`src/rtl/rpn_key_arbiter.sv`:
```
// Round-robin arbiter and sequencer in front of the RPN stack key port.
// Each key is issued as a one-cycle intro pulse, followed by a cooldown while the stack works.
module rpn_key_arbiter #(
  parameter int unsigned GAP_KEY = 4,
  parameter int unsigned GAP_OP  = 12
) (
  input  logic       clk,
  input  logic       rst_n,
  input  logic       a_valid,
  input  logic [4:0] a_code,
  output logic       a_ready,
  input  logic       b_valid,
  input  logic [4:0] b_code,
  output logic       b_ready,
  output logic [4:0] in_num,
  output logic       intro,
  output logic       busy,
  output logic [7:0] drop_cnt
);

  localparam logic [7:0] GapKey  = 8'(GAP_KEY);
  localparam logic [7:0] GapOp   = 8'(GAP_OP);
  localparam logic [4:0] CodeNop = 5'h16;

  typedef enum logic [1:0] {
    StIdle,
    StIssue,
    StCool
  } state_e;

  state_e     state_q, state_d;
  logic       pri_q, pri_d;
  logic [7:0] cnt_q, cnt_d;
  logic [4:0] in_num_q, in_num_d;
  logic       intro_q, intro_d;
  logic [7:0] drop_q, drop_d;

  logic       arb_en;
  logic       pick_a, pick_b;
  logic       grant_a, grant_b;
  logic [4:0] win_code;
  logic       win_ok;

  function automatic logic code_ok(input logic [4:0] code);
    return (code <= 5'h09) || ((code >= 5'h10) && (code <= 5'h16));
  endfunction

  function automatic logic code_is_op(input logic [4:0] code);
    return (code == 5'h10) || (code == 5'h11);
  endfunction

  // Arbitration runs in IDLE and in the final COOL cycle, so the next key
  // is accepted on the last cooldown edge and back-to-back spacing is 1+GAP.
  always_comb begin
    arb_en   = (state_q == StIdle) || ((state_q == StCool) && (cnt_q == 8'd1));
    pick_a   = a_valid && (!b_valid || !pri_q);
    pick_b   = b_valid && (!a_valid || pri_q);
    grant_a  = rst_n && arb_en && pick_a;
    grant_b  = rst_n && arb_en && pick_b;
    win_code = grant_b ? b_code : a_code;
    win_ok   = code_ok(win_code);
  end

  always_comb begin
    state_d  = state_q;
    pri_d    = pri_q;
    cnt_d    = cnt_q;
    in_num_d = in_num_q;
    intro_d  = 1'b0;
    drop_d   = drop_q;

    unique case (state_q)
      StIdle: begin
        cnt_d = 8'd0;
      end
      StIssue: begin
        cnt_d   = code_is_op(in_num_q) ? GapOp : GapKey;
        state_d = StCool;
      end
      StCool: begin
        cnt_d = cnt_q - 8'd1;
        if (cnt_q <= 8'd1) begin
          cnt_d   = 8'd0;
          state_d = StIdle;
        end
      end
      default: begin
        state_d = StIdle;
        cnt_d   = 8'd0;
      end
    endcase

    if (grant_a || grant_b) begin
      // Priority passes to the side that lost (or did not compete) this round.
      pri_d = grant_a;
      if (win_ok) begin
        in_num_d = win_code;
        intro_d  = 1'b1;
        state_d  = StIssue;
        cnt_d    = 8'd0;
      end else if (drop_q != 8'hFF) begin
        drop_d = drop_q + 8'd1;
      end
    end
  end

  always_ff @(posedge clk or negedge rst_n) begin
    if (!rst_n) begin
      state_q  <= StIdle;
      pri_q    <= 1'b0;
      cnt_q    <= 8'd0;
      in_num_q <= CodeNop;
      intro_q  <= 1'b0;
      drop_q   <= 8'd0;
    end else begin
      state_q  <= state_d;
      pri_q    <= pri_d;
      cnt_q    <= cnt_d;
      in_num_q <= in_num_d;
      intro_q  <= intro_d;
      drop_q   <= drop_d;
    end
  end

  assign a_ready  = grant_a;
  assign b_ready  = grant_b;
  assign in_num   = in_num_q;
  assign intro    = intro_q;
  assign busy     = (state_q != StIdle);
  assign drop_cnt = drop_q;

endmodule

```
`config.mk`:
```
export PLATFORM = sky130hd
export DESIGN_NAME = rpn_key_arbiter
export DESIGN_NICKNAME = d
export VERILOG_FILES = /design/src/rtl/rpn_key_arbiter.sv
export SDC_FILE = /design/constraint.sdc
export NUM_CORES = 1
export LEC_CHECK = 0
export ABC_AREA = 1
export ABC_CLOCK_PERIOD_IN_PS = 2350
export CAP_MARGIN = 20
export CORE_ASPECT_RATIO = 1.25
export CORE_MARGIN = 5
export CORE_UTILIZATION = 40
export CTS_BUF_LIST = sky130_fd_sc_hd__clkbuf_4
export CTS_CLUSTER_SIZE = 10
export DETAILED_ROUTE_END_ITERATION = 10
export GPL_TIMING_DRIVEN = 1
export PLACE_DENSITY = 0.7
export SLEW_MARGIN = 40
export SYNTH_ARGS = -nofsm -noshare
export SYNTH_HDL_FRONTEND = slang
export SYNTH_SLANG_ARGS = --single-unit
```
`constraint.sdc`:
```
create_clock -name clk -period 2.35 [get_ports clk]
set_clock_uncertainty 0.05 [all_clocks]
set_input_delay 0.235 -clock clk [delete_from_list [all_inputs] [get_ports clk]]
set_output_delay 0.235 -clock clk [all_outputs]
set_load 0.01 [all_outputs]
```
* Word-level counts from Yosys, hierarchy flattened
Cells that the tools add are included.
** Cells by class
- Add/subtract/negate cells :: 2
- $lt $le $gt $ge :: 4
- Equal/unequal tests :: 6
- Muxes and demuxes :: 12
- Bitwise gates (word level) :: 1
- Reductions and logical operators :: 20
** Operators by type and width (number)
- 2-to-1 mux 8 bit :: 3
- one-hot mux 8 bit (2 select lines) :: 1
- equality test 5 bit (second input constant) :: 2
- adder 8 x 1 -> 8 bit (second input constant) :: 1
- equality test 8 x 1 -> 1 bit (second input constant) :: 1
- less-or-equal comparator 8 x 1 -> 1 bit (second input constant) :: 1
- != test 8 bit (second input constant) :: 1
- subtractor 8 x 1 -> 8 bit (second input constant) :: 1
- logical AND 1 bit :: 7
- logical OR 1 bit :: 6
- 2-to-1 mux 2 bit :: 3
- one-hot mux 2 bit (3 select lines) :: 1
- >= comparator 5 bit (second input constant) :: 1
- less-or-equal comparator 5 x 4 -> 1 bit (second input constant) :: 1
- less-or-equal comparator 5 bit (second input constant) :: 1
- 2-to-1 mux 5 bit :: 1
- 2-to-1 mux 4 bit :: 1
- logical NOT 1 bit :: 3
- AND reduction 3 bit :: 1
- equality test 2 x 1 -> 1 bit (second input constant) :: 1
- equality test 2 bit (second input constant) :: 1
- logical NOT 2 bit :: 1
- 2-to-1 mux 1 bit :: 2
- AND reduction 2 bit :: 1
- other kinds (2) :: 2
** Word-level totals
- Bits in registers :: 25
- Bits of input ports :: 14
- Output and inout port bits :: 17
- Word-level logic and storage cells :: 51

* Logic depth before layout (Yosys ltp)
- Depth after elaboration :: 11
- Mapped depth :: 13

* Worst setup path before layout
Ideal clock, no wire load.
- Path type :: reg2reg
- Start point :: register state_q[0]
- End point :: register drop_q[6] (netlist: drop_cnt[6])
- Data arrival time :: 1.807 ns
- Required time :: 2.183 ns
- Setup slack :: 0.376 ns
- Stages on the path, launching flop included :: 12
- Buffers on the path :: 0
- Period minus slack after synthesis :: 1.974 ns
- Cells stage by stage :: dfrtp_1 inv_1 ha_1 nand3_2 o21bai_4 nand4_2 nand2_2 inv_2 a31oi_4 nand2_4 nand2_1 nand2_1
** Between the ends
- Longest elaborated chain between the ends :: 11
- Elaborated cells on any way between the ends :: 16
- Classes of those cells :: 3 x order compare; 1 x eq/ne; 1 x mux; 1 x bitwise; 10 x reduce/logical
** Ends and longest elaborated chain
- start, declared :: RTL line 31 : state_e state_q, state_d;
- start signal, assigned :: RTL line 109 : state_q <= StIdle;
- start signal, assigned :: RTL line 116 : state_q <= state_d;
- equality test 2 bit :: RTL line 55 : arb_en = (state_q == StIdle) || ((state_q == StCool) && (cnt_q == 8'd1));
- logical AND 1 bit :: RTL line 55
- logical OR 1 bit * :: RTL line 55
- logical AND 1 bit * :: RTL line 58, 59
- logical AND 1 bit :: RTL line 59 : grant_b = rst_n && arb_en && pick_b;
- 2-to-1 mux 5 bit :: RTL line 60 : win_code = grant_b ? b_code : a_code;
- >= comparator 5 bit / less-or-equal comparator 5 bit (equally long branches) :: RTL line 45 : return (code <= 5'h09) || ((code >= 5'h10) && (code <= 5'h16));
- logical AND 1 bit :: RTL line 45
- logical OR 1 bit :: RTL line 45
- inverter 1 bit (no line)
- AND reduction 3 bit (no line) *
- end signal, assigned :: RTL line 121 : drop_q <= drop_d;
- end, declared :: RTL line 36 : logic [7:0] drop_q, drop_d;
Mark *: on every way between the ends. The rest lies on a longest branch, timed or not.
A chain may end at the register's enable or synchronous reset.

* Final worst setup path
- Start point :: register state_q[0]
- End point :: output b_ready
** Between the ends
- Longest elaborated chain between the ends :: 5
- Elaborated cells on any way between the ends :: 6
- Classes of those cells :: 1 x eq/ne; 5 x reduce/logical
** Ends and longest elaborated chain
- equality test 2 bit :: RTL line 55
- logical AND 1 bit :: RTL line 55
- logical OR 1 bit * :: RTL line 55
- logical AND 1 bit * (2 in a row) :: RTL line 59
- end, declared :: RTL line 14 : output logic b_ready,
Marks and branches as above.

==> impl_results.md <==
- Status: complete, no violations
- R2R Path End: drop_cnt[2]$_DFFE_PN0P_
- F_max: 450.3 MHz
- Max-cap violations: 0
- Hold endpoint: in_num[2]$_DFFE_PN1P_
- FF+latch area: 629.4 um2
- WL final: 3.327 mm
- GRT Total Usage: 13.38%
- Clock sink total: 25
- Clock tree buffer depth: 2
- Highest routed layer: met4
- Sw Ratio: 41.87%
- Synthesized cell area: 1613 um2
- Routed Antenna Nets: 0
- Avg Inst Size Synth: 8.533 um2
- Number of detailed-route iterations in the first pass: 4
- Die footprint: 5410 um2
- Root Buffer: clkbuf_4
- Least-Margin Pin Slew: 395.5 ps
- Num CTS Buffers: 3
- R2R depth: 12
- Synth cell types: 30
- Clk Latency, worst-skew pair: 320 ps
- Largest cells by area after synthesis: dfrtp_1 34%, nand2_1 9.3%, inv_1 6.5%
- Cells after Synth: 189
- Leakage: 1.075 nW
- # rows: 25
- Sequential-to-total area share from yosys stat: 39.02%
- Period minus WS final: 2221 ps
- CP arrival: 1940 ps
- Fillers: 366
- Hold_sp: in_num[2]$_DFFE_PN1P_
- Pwr dens: 900.8 nW/um2
- Htree depth: 1
- Met2 wire len: 1.739 mm
- Footprint of the multi-input gates: 878.3 um2
- WL/cell: 11.71 um
- #FFs+latches synth: 25
- Final setup viols: 0
- Largest net degree at the start of global routing: 26
- Maximum vdd drop: 0.5321 mV
- Area share of the largest cell type after synthesis: 34.13%
- GPL Wtd Cong: 0.7869
- Dpl ws: 121.7 ps
- Fin. max-slew vios: 0
- Ys Warns: 0
- Port-buffer cells: 30
- Antenna diodes: 0
- Area Overhead vs Synth: 28.32%
- Count leader, synth: nand2_1
- Routed via count: 1351
- Post-DP HPWL: 2.522 mm
- Vias in the first global route: 1334
- DR WL met3: 88 um
- Worst rel slew slack: 73.55%
- Setup ws final: 129.4 ps
- Share of cells above drive strength 1: 16.09%
- WP data required: 2070 ps
- M1 WL: 1.476 mm
- Combinational Power Share: 54.5%
- Final-report hold violation count: 0
- Mapped Nets: 210
- Drc violations: 0
- CTS tree: built
- GR Overflow Total: 0
- Clock share of power: 10.4%
- Core box area: 3847 um2
- Crit-path max FO: 7
- Via density: 4.757
- Fraction of registers with async set or reset after synthesis: 100.0%
- Pint: 1.084 mW
- Ports: 31
- CP startpoint kind: register
- R2r startpoint: state_q[0]$_DFF_PN0_
- Global-route wire length before repair: 5.733 mm
- Top_reg_cell synth: dfrtp_1
- Tcrit/Tclk final: 94.50%
- Initial Util: 41.92%
- Synth top cells by count: 40 x nand2_1, 28 x inv_1, 22 x dfrtp_1
- Critical path class: reg2out
- Post-synth EDFFs: 0
- Die H: 81.00 um
- Sequential share of power: 35.1%
- Critical path endpoint category: output pin
- CTS clock-pin slew for the worst setup and hold paths: 140 ps
- Placed cell areas: 1981 um2
- Area leader, netlist: dfrtp_1
- Post-route cell area: 2069 um2
- Die X: 66.80 um
- Hold Path Class: reg2reg
- Initial antenna violation count: 0
- Unrepaired setup endpoints after global routing: true
- Layout Nets: 252
- Hold Path Stages: 2
- 1st-iter DRT viols: 33
- Sw power: 780.6 uW
- R2r setup slk: 130 ps
==> cell usage in the layout, fill, tap and decap left out, types with 2 or more instances in the layout <==
cell type        netlist  layout
nand3_1               17      17
dfrtp_1               22      22
dfstp_2                3       3
nor4_1                 6       6
nand3_4                1       2
buf_4                  0       7
nor2_2                 4       4
xnor2_1                3       3
o21ai_0                3       3
nor3_1                 4       4
clkdlybuf4s50_1        0      28
xor2_1                 9       9
o31ai_1                2       2
ha_1                   7       6
nand2_1               40      40
o21a_1                 6       6
inv_1                 28      27
inv_2                  1       2
nand2_2                4       4
clkbuf_4               0       3
nor2_1                 6       6
nand2_4                3       3
nand4_1                9       9
==> repair_timing <==
item	in CTS	in global routing
pin swaps	1	1
hold buffers	0	0
cloned	0	1
hold endpoints to repair	0	0
resized for setup	2	3
endpoints found under the setup margin	2	18
buffers inserted	3	2
==> stage by stage <==
| step | std cells | utilization (%) | total power [mW] | hold slack, ps | TNS [ps] |
|---|---|---|---|---|---|
| detailed placement | 274 | 51.48 | 1.614 | 413.9 | 0 |
| finish | 284 | 53.79 | 1.864 | 430.4 | 0 |
| global placement | 274 | 51.48 | 1.608 | 409.4 | 0 |
| CTS | 281 | 52.75 | 1.865 | 434.5 | 0 |
| global route | 284 | 53.79 | 2.023 | 456.5 | -16.75 |
| floorplan | 189 | - | 1.273 | -110.6 | 0 |
==> cell type report <==
type,count,share of cell area (%)
multi-input cells,134,42.44
flip-flops and latches,25,30.41
repair buffers,37,17.11
inverters,30,5.441
well taps,54,3.265
clock buffers,3,1.088
clock inverters,1,0.2418
==> per-layer routing <==
layer | track usage, % | vias up
li1 | - | 702
met1 | 16.51 | 628
met2 | 23.02 | 19
met3 | 2.490 | 2
met4 | 4.878 | 0
met5 | 0 | -
==> sequential cells by signal (all words and copies together), names as in the netlist <==
register  cells
cnt_q         8
drop_cnt      8
in_num        5
state_q       2
intro         1
pri_q         1
==> power groups by stage <==
stage | logic (mW) | registers [mW] | clock network [mW]
2_1_floorplan | 0.590 | 0.683 | 0
3_3_place_gp | 0.947 | 0.661 | 0
3_5_place_dp | 0.951 | 0.664 | 0
4_1_cts | 0.999 | 0.655 | 0.211
5_1_grt | 1.12 | 0.675 | 0.224
6_report | 1.02 | 0.655 | 0.194
==> worst max-delay path: stages (launching register included) <==
cell and delay [ps]:
dfrtp_1 430, inv_2 100, ha_2 200, nand3_2 90
o21bai_4 180, buf_4 150, nand3_4 100, inv_1 120
dlygate4sd2_1 270
==> kinds of logic (layout without fill, tap and decap cells) <==
| kind of cell | Yosys count | after routing | synth area share [%] |
|---|---|---|---|
| xor+xnor | 12 | 12 | 6.517 |
| compound gates | 16 | 17 | 8.533 |
| fa+ha+maj | 7 | 7 | 5.430 |
| simple gates | 98 | 98 | 32.58 |
| buf+inv | 31 | 71 | 7.912 |
| flops | 25 | 25 | 39.02 |
==> worst max-delay path by stage <==
stage | depth (start not counted) | end | slack, ps | from
floorplan | 11 | drop_cnt[6]$_DFFE_PN0P_ | 380 | state_q[0]$_DFF_PN0_
global placement | 11 | drop_cnt[1]$_DFFE_PN0P_ | 190 | state_q[0]$_DFF_PN0_
detailed placement | 11 | drop_cnt[0]$_DFFE_PN0P_ | 120 | state_q[0]$_DFF_PN0_
CTS | 7 | a_ready | 2 | state_q[0]$_DFF_PN0_
global route | 14 | drop_cnt[2]$_DFFE_PN0P_ | -10 | state_q[0]$_DFF_PN0_
finish | 8 | b_ready | 130 | state_q[0]$_DFF_PN0_
No activity file was read; power rests on OpenSTA's default activity.
